$ cat src/rtl/regfile_pkg.sv
// Shared definitions for the parametrised register file: FSM states, the
// hard-wired zero register and the address-validity helper.
package regfile_pkg;

  typedef enum logic {
    CLEAR = 1'b0,
    READY = 1'b1
  } rf_state_e;

  localparam int unsigned REG_ZERO = 32'd0;

  // Register $0 and anything beyond the implemented range are not real storage.
  function automatic logic addr_valid(input int unsigned addr, input int unsigned num_regs);
    return (addr != REG_ZERO) && (addr < num_regs);
  endfunction

endpackage

$ cat src/rtl/regfile_scoreboard.sv
// Per-register pending bits for multi-cycle producers, with two combinational
// lookup ports. An alloc on the same edge as a write to the same register wins.
module regfile_scoreboard
  import regfile_pkg::*;
#(
  parameter int NUM_REGS = 8,
  parameter int ADDR_W   = 5
) (
  input  logic              clk,
  input  logic              rst_n,
  input  logic              upd_en_i,
  input  logic              wr_en_i,
  input  logic [ADDR_W-1:0] wr_addr_i,
  input  logic              alloc_en_i,
  input  logic [ADDR_W-1:0] alloc_addr_i,
  input  logic [ADDR_W-1:0] lk1_addr_i,
  input  logic [ADDR_W-1:0] lk2_addr_i,
  output logic              lk1_pending_o,
  output logic              lk2_pending_o
);

  localparam int IDX_W = (NUM_REGS > 1) ? $clog2(NUM_REGS) : 1;

  logic [NUM_REGS-1:0] pending_q;
  logic [NUM_REGS-1:0] pending_d;

  // Next-state: write clears first, alloc then sets, so alloc has priority.
  always_comb begin
    pending_d = pending_q;
    if (upd_en_i) begin
      if (wr_en_i && addr_valid(32'(wr_addr_i), NUM_REGS)) begin
        pending_d[wr_addr_i[IDX_W-1:0]] = 1'b0;
      end else begin
        pending_d = pending_d;
      end
      if (alloc_en_i && addr_valid(32'(alloc_addr_i), NUM_REGS)) begin
        pending_d[alloc_addr_i[IDX_W-1:0]] = 1'b1;
      end else begin
        pending_d = pending_d;
      end
    end else begin
      pending_d = pending_q;
    end
  end

  // Pending bit storage, dropped on reset.
  always_ff @(posedge clk or negedge rst_n) begin
    if (!rst_n) begin
      pending_q <= {NUM_REGS{1'b0}};
    end else begin
      pending_q <= pending_d;
    end
  end

  // Lookup ports; invalid addresses never report pending.
  always_comb begin
    if (addr_valid(32'(lk1_addr_i), NUM_REGS)) begin
      lk1_pending_o = pending_q[lk1_addr_i[IDX_W-1:0]];
    end else begin
      lk1_pending_o = 1'b0;
    end
    if (addr_valid(32'(lk2_addr_i), NUM_REGS)) begin
      lk2_pending_o = pending_q[lk2_addr_i[IDX_W-1:0]];
    end else begin
      lk2_pending_o = 1'b0;
    end
  end

endmodule

$ cat src/rtl/regfile_param.sv
// MIPS-style register file: two combinational read ports with optional write
// bypass, a post-reset clear sweep, and a pending scoreboard beside storage.
module regfile_param
  import regfile_pkg::*;
#(
  parameter int DATA_W   = 8,
  parameter int NUM_REGS = 8,
  parameter int ADDR_W   = 5,
  parameter int BYPASS   = 1
) (
  input  logic              clk,
  input  logic              rst_n,
  input  logic              regwrite,
  input  logic [ADDR_W-1:0] wa,
  input  logic [DATA_W-1:0] wd,
  input  logic [ADDR_W-1:0] ra1,
  input  logic [ADDR_W-1:0] ra2,
  output logic [DATA_W-1:0] rd1,
  output logic [DATA_W-1:0] rd2,
  input  logic              alloc_en,
  input  logic [ADDR_W-1:0] alloc_addr,
  output logic              rd1_pending,
  output logic              rd2_pending,
  output logic              ready
);

  localparam int IDX_W = (NUM_REGS > 1) ? $clog2(NUM_REGS) : 1;

  rf_state_e         state_q, state_d;
  logic [IDX_W-1:0]  clr_idx_q, clr_idx_d;
  logic              ready_q, ready_d;
  logic [DATA_W-1:0] mem_q [NUM_REGS];
  logic              is_ready_s;
  logic              wr_ok_s;
  logic              sb_p1_s, sb_p2_s;

  assign is_ready_s = (state_q == READY);
  assign wr_ok_s    = is_ready_s && regwrite && addr_valid(32'(wa), NUM_REGS);
  assign ready      = ready_q;

  // Clear sequencer next-state: sweep $1..$NUM_REGS-1, then hold READY.
  always_comb begin
    state_d   = state_q;
    clr_idx_d = clr_idx_q;
    case (state_q)
      CLEAR: begin
        clr_idx_d = clr_idx_q + IDX_W'(1);
        if (clr_idx_q == IDX_W'(NUM_REGS - 1)) begin
          state_d = READY;
        end else begin
          state_d = CLEAR;
        end
      end
      READY: begin
        state_d = READY;
      end
      default: begin
        state_d = CLEAR;
      end
    endcase
    ready_d = (state_d == READY);
  end

  // Sequencer state, clear index and registered ready flag.
  always_ff @(posedge clk or negedge rst_n) begin
    if (!rst_n) begin
      state_q   <= CLEAR;
      clr_idx_q <= IDX_W'(1);
      ready_q   <= 1'b0;
    end else begin
      state_q   <= state_d;
      clr_idx_q <= clr_idx_d;
      ready_q   <= ready_d;
    end
  end

  // Storage array; not reset directly, the clear sweep zeroes it instead.
  always_ff @(posedge clk) begin
    if (state_q == CLEAR) begin
      mem_q[clr_idx_q] <= {DATA_W{1'b0}};
    end else if (wr_ok_s) begin
      mem_q[wa[IDX_W-1:0]] <= wd;
    end else begin
      mem_q <= mem_q;
    end
  end

  regfile_scoreboard #(
    .NUM_REGS (NUM_REGS),
    .ADDR_W   (ADDR_W)
  ) u_sb (
    .clk          (clk),
    .rst_n        (rst_n),
    .upd_en_i     (is_ready_s),
    .wr_en_i      (regwrite),
    .wr_addr_i    (wa),
    .alloc_en_i   (alloc_en),
    .alloc_addr_i (alloc_addr),
    .lk1_addr_i   (ra1),
    .lk2_addr_i   (ra2),
    .lk1_pending_o(sb_p1_s),
    .lk2_pending_o(sb_p2_s)
  );

  // Read port 1: masked in CLEAR, optional forwarding of the in-flight write.
  always_comb begin
    rd1         = {DATA_W{1'b0}};
    rd1_pending = 1'b0;
    if (is_ready_s && addr_valid(32'(ra1), NUM_REGS)) begin
      if ((BYPASS == 1) && wr_ok_s && (wa == ra1)) begin
        rd1         = wd;
        rd1_pending = (alloc_en && (alloc_addr == ra1)) ? sb_p1_s : 1'b0;
      end else begin
        rd1         = mem_q[ra1[IDX_W-1:0]];
        rd1_pending = sb_p1_s;
      end
    end else begin
      rd1         = {DATA_W{1'b0}};
      rd1_pending = 1'b0;
    end
  end

  // Read port 2: same behaviour as port 1.
  always_comb begin
    rd2         = {DATA_W{1'b0}};
    rd2_pending = 1'b0;
    if (is_ready_s && addr_valid(32'(ra2), NUM_REGS)) begin
      if ((BYPASS == 1) && wr_ok_s && (wa == ra2)) begin
        rd2         = wd;
        rd2_pending = (alloc_en && (alloc_addr == ra2)) ? sb_p2_s : 1'b0;
      end else begin
        rd2         = mem_q[ra2[IDX_W-1:0]];
        rd2_pending = sb_p2_s;
      end
    end else begin
      rd2         = {DATA_W{1'b0}};
      rd2_pending = 1'b0;
    end
  end

endmodule
$ cat config.mk
export PLATFORM = sky130hd
export DESIGN_NAME = regfile_param
export DESIGN_NICKNAME = d
export VERILOG_FILES = /design/src/rtl/regfile_pkg.sv /design/src/rtl/regfile_scoreboard.sv /design/src/rtl/regfile_param.sv
export SDC_FILE = /design/constraint.sdc
export NUM_CORES = 1
export LEC_CHECK = 0
export CORE_ASPECT_RATIO = 1.4
export CORE_MARGIN = 4
export CORE_UTILIZATION = 51
export CTS_BUF_LIST = sky130_fd_sc_hd__clkbuf_16
export DETAILED_ROUTE_END_ITERATION = 7
export GPL_TIMING_DRIVEN = 0
export PLACE_DENSITY_LB_ADDON = 0.15
export SETUP_SLACK_MARGIN = 0.05
export SLEW_MARGIN = 10
export SYNTH_ARGS = -nofsm -noshare
export SYNTH_HDL_FRONTEND = slang
export SYNTH_SLANG_ARGS = --single-unit
$ cat constraint.sdc
create_clock -name clk -period 3.65 [get_ports clk]
set_input_delay 0.365 -clock clk [delete_from_list [all_inputs] [get_ports clk]]
set_output_delay 0.365 -clock clk [all_outputs]
set_load 0.01 [all_outputs]
Yosys cells after proc, flatten, opt, wreduce, memory -nomap -nowiden
Index checks and enable logic that the tools add are counted.

operators by class
  reduce and logical (&&, ||, !) cells = 22
  magnitude comparators = 16
  $add $sub $neg = 1
  equality and inequality tests = 6
  muxes and demuxes = 38
  bitwise operators = 10

operators with widths
  kind                 count
  $mux 64              2
  $mux 8               13
  $and 64x64->64       1
  $bwmux 64            1
  $not 64->64          1
  $bmux 8 s3           2
  $demux 8 s3          2
  $eq 5x5->1           4
  $lt 5x4->1 const B   4
  $reduce_bool 5->1    4
  $logic_and 1x1->1    18
  $ge 4x4->1 const B   4
  $lt 3x4->1 const B   4
  $not 3->4            4
  $mux 1               13
  $and 8x8->8          1
  $lt 4x1->1 const B   2
  $not 8->8            1
  $or 8x8->8           1
  $bmux 1 s3           2
  $demux 1 s3          2
  $ge 3x1->1 const B   2
  $add 3x1->3 const B  1
  $eq 3x3->1 const B   1
  other kinds (3)      3

storage, ports and cells
  input port bits = 32
  word-level logic and storage cells = 104
  flip-flop bits (word level) = 76
  output and inout bits = 19

Longest topological paths before layout
  depth in word-level cells = 10
  depth in mapped cells = 6
  gate-level depth less buffers = 4

By module
Synthesis repeated with hierarchy kept, for this count alone.

unflattened totals
  cells, all modules = 425
  area total of the unflattened synthesis = 4942.2 sq um

by module, submodules not included
  module              cells an instance  times used  seq. area each (sq um)  area an instance (sq um)
  regfile_param       381                1           2023.2                  4428.0
  regfile_scoreboard  44                 1           175.2                   514.2

Worst setup path before layout
Ideal clock, no wire load.

  path kind = input to output
  start point = in ra2[1]
  end point = out rd2[6]
  path buffers = 2
  path slack = 1.739 ns
  cell stages on the path = 5
  data arrival time = 1.546 ns
  data required time = 3.285 ns
  path through = buf_4 buf_2 mux4_2 mux2i_1 a21oi_1

on the way
  cells in the longest elaborated chain, start to end = 6
  elaborated cells between the ends (all ways) = 12
  classes of those cells = order compare: 1; eq/ne: 1; mux: 5; bitwise: 1; reduce/logical: 4

ends and longest elaborated chain
  item                                        RTL line              RTL
  start, declared                             regfile_param.sv:17   input logic [ADDR_W-1:0] ra2,
  $not 3->4 (not written as such)             regfile_param.sv:132  rd2 = mem_q[ra2[IDX_W-1:0]];
  $bmux 8 s3                                  regfile_param.sv:132
  $mux 8 (not written as such) (2 in series)  regfile_param.sv:132
  $mux 8                                      regfile_param.sv:128  if ((BYPASS == 1) && wr_ok_s && (wa == ra2)) begin
  $mux 8 *                                    regfile_param.sv:127  if (is_ready_s && addr_valid(32'(ra2), NUM_REGS)) begin
  end, declared                               regfile_param.sv:19   output logic [DATA_W-1:0] rd2,

Mark *: on every way between the ends. The rest lies on a longest branch, timed or not. The select of a mux whose other input is x is not followed.

==> results.py <==
metrics = {
    "global_route": {
        "grt.overflow.total": 0,
        "grt_pass1_vias": 4227,
        "grt_start_max_net_pins": 14,
        "antenna_found_initial": 0,
        "grtUsageTotal": 0.283,
        "grt_pass1_wl_mm": 24.1,
    },
    "place": {
        "dp_cells": 572,
        "port_buffers": 45,
        "finalWeightedCongestion": 0.910,
        "dp_hpwl_mm": 11.6,
    },
    "finish": {
        "fillers": 783,
        "multi_input_area_um2": 2560,
        "register_area_um2": 2200,
        "diodes": 0,
        "num-nets-final": 485,
        "post-route-util": 0.619,
        "finalNonFillerCells": 588,
        "layout-drive-gt1-share": 0.178,
        "area_delta_synth_final_pct": 18.0,
    },
    "cts": {
        "cts_buffers": 9,
        "cts_resized": 0,
        "cts.hold.buffers_added": 0,
        "cts_tree": "yes",
        "clock_path_buffers": 2,
        "cts-root-buf": "clkbuf_16",
        "clock_latency_ns": 0.34,
        "clk_pin_slew_ns": 0.06,
        "cts_max_level": 3,
        "cts.sinks": 75,
        "cts_setup_buffers": 0,
    },
    "floorplan": {
        "start_util": 0.525,
        "dieArea_um2": 11500,
        "core_area_um2": 9510,
        "ios": 51,
        "rows": 42,
        "die_h_um": 125,
        "fp.dieW_um": 91.6,
    },
    "run_status": {
        "outcome": "finished clean",
    },
    "worst_setup_path": {
        "crit_chain": "clkbuf_2 -> inv_1 -> nor3_1 -> o31a_1 -> o211a_1 -> clkdlybuf4s50_1",
        "crit_arrival_ns": 2.98,
        "end_kind": "output port",
        "crit_required_ns": 3.28,
        "cp_slowest_cell": "clkdlybuf4s50_1",
        "path_class": "flip-flop to output port",
        "start_kind": "flip-flop",
        "max_stage_delay_ns": 0.53,
        "crit_fanout": 13,
    },
    "timing": {
        "slew_headroom": 0.286,
        "rsz0062_at_grt": "false",
        "fin_tns_setup_ns": 0,
        "period_needed_ns": 3.34,
        "final-setup-viol-count": 0,
        "max_freq_mhz": 299,
        "maxSlewViolCount": 0,
        "finalHoldViolCount": 0,
        "worstMarginPinSlew_ns": 1.07,
        "period_share": 0.916,
        "fin_skew_ns": 0.00420,
    },
    "flow_run": {
        "drv_cap": 0,
    },
    "worst_hold_path": {
        "hold_class": "input pin to asynchronous set/reset pin",
    },
    "drt": {
        "wl_met2_mm": 7.93,
        "drt_wl_total_mm": 15.6,
        "drc": 0,
        "first_iter_violations": 334,
        "routed_via_density": 6.84,
        "met1_length_mm": 5.37,
        "via_count": 4019,
        "wl_per_cell_um": 26.6,
        "wl_met3_mm": 1.07,
        "ant_nets": 0,
        "top_layer_used": "met4",
        "dr.pass1.iters": 5,
    },
    "pwr": {
        "p_per_area_nw_per_um2": 361,
        "power.static_leakage_nw": 2.00,
        "vdd_drop_max_mv": 0.336,
    },
    "synthesis": {
        "ys_warn_count": 0,
        "avgSynthCellArea_um2": 12.6,
        "seq_area_frac_synth": 0.441,
        "async_flop_share": 0.147,
        "syn_nets": 429,
        "syn_area_um2": 4990,
        "synthFlopType": "edfxtp_1",
        "synth_edf_count": 64,
        "synth.distinct_cells": 46,
        "ys_ff_latch": 75,
        "postSynthCellCount": 395,
    },
}
[report_power, final]
part	switching [mW]	internal [mW]
clock	0.346	0.494
sequential	0.0232	0.950
combinational	0.156	0.156
[stage by stage]
stage / instance area (um2) / hold WS (ns) / total power [mW] / setup slack (ns)
3_3_place_gp: 5610 / 0.482 / 1.29 / 0.384
6_report: 5890 / 0.345 / 2.13 / 0.308
4_1_cts: 5890 / 0.348 / 2.12 / 0.350
3_5_place_dp: 5610 / 0.498 / 1.30 / 0.352
2_1_floorplan: 4990 / 0.0694 / 1.17 / 1.74
5_1_grt: 5890 / 0.369 / 2.18 / 0.226
[cells in the mapped netlist (5+ instances only)]
cell type  number  area, um2
xnor2_1        13        114
a22o_1         51        447
dfrtp_1        10        250
and2_1          7       43.8
nor2_1          5       18.8
edfxtp_1       64       1920
buf_2           9       45.0
nand2_1        43        161
o211a_1        12        120
o21ai_0        31        155
buf_6           7       78.8
o31ai_1         5       37.5
xor2_1          8       70.1
mux2i_1        16        160
a21oi_1         8       40.0
clkbuf_1       11       41.3
mux4_2         34        766
[routing by layer]
layer / vias up / track usage
met5: - / 0
met4: 0 / 0.212
met3: 83 / 0.0373
met2: 246 / 0.480
met1: 1985 / 0.322
li1: 1705 / -
[placed cells by master (no fill, tap or decap), types with 3 or more instances in the layout]
cell type        synthesis  routed
a21oi_1                  8       8
a22o_1                  51      51
a31oi_1                  4       4
and2_1                   7       7
and3b_1                  4       4
buf_1                    4       4
buf_2                    9       9
buf_4                    4       4
buf_6                    7       7
clkbuf_1                11      11
clkbuf_16                0      10
clkdlybuf4s50_1          0      45
dfrtp_1                 10      10
edfxtp_1                64      64
inv_1                    4       7
mux2_2                   4       4
mux2i_1                 16      16
mux4_2                  34      34
nand2_1                 43      43
nand3_1                  3       3
nor2_1                   5       5
nor3b_2                  3       3
o211a_1                 12      12
o21ai_0                 31      31
o31a_1                   4       4
o31ai_1                  5       5
xnor2_1                 13      13
xor2_1                   8       8
[worst max-delay path, delay by kind of cell, from the launching register on]
| kind | cells | cell delay (ns) |
|---|---|---|
| simple gates | 1 | 0.43 |
| flops | 1 | 0.49 |
| compound gates | 2 | 0.59 |
| buf+inv | 3 | 1.13 |
[sequential cells by signal, indices dropped and copies added (netlist names)]
| register | flops |
|---|---|
| u_sb.pending_q | 7 |
| mem_q | 64 |
| clr_idx_q | 3 |
| ready | 1 |
[kinds of logic after synthesis]
group | synth area share
adders and majority gates | 0.00501
xor gates and xnor gates | 0.0369
DFF | 0.441
and+or+nand+nor | 0.0963
buffers and inverters | 0.0461
muxes | 0.195
AOI/OAI and AO/OA | 0.181
[final timing paths]
path | startpoint | cells after the start | slack, ns | to
max | ready | 6 | 0.31 | rd1[4]
max reg2reg | ready | 4 | 1.41 | mem_q[55]
min | rst_n | 1 | 0.35 | clr_idx_q[2]
min reg2reg | u_sb.pending_q[5] | 2 | 0.52 | u_sb.pending_q[5]
min in group clk | alloc_addr[1] | 3 | 0.49 | u_sb.pending_q[7]
max in group asynchronous | rst_n | 1 | 2.96 | clr_idx_q[0]
[area by class of cell]
cell class	instances	share of cell area
buffer	36	0.0366
clock buffer	10	0.0425
clock inverter	6	0.00531
inverter	4	0.00255
multi-input combinational	280	0.435
sequential	75	0.373
tap	132	0.0281
timing repair buffer	45	0.0765
Power figures use the tool's default switching activity.
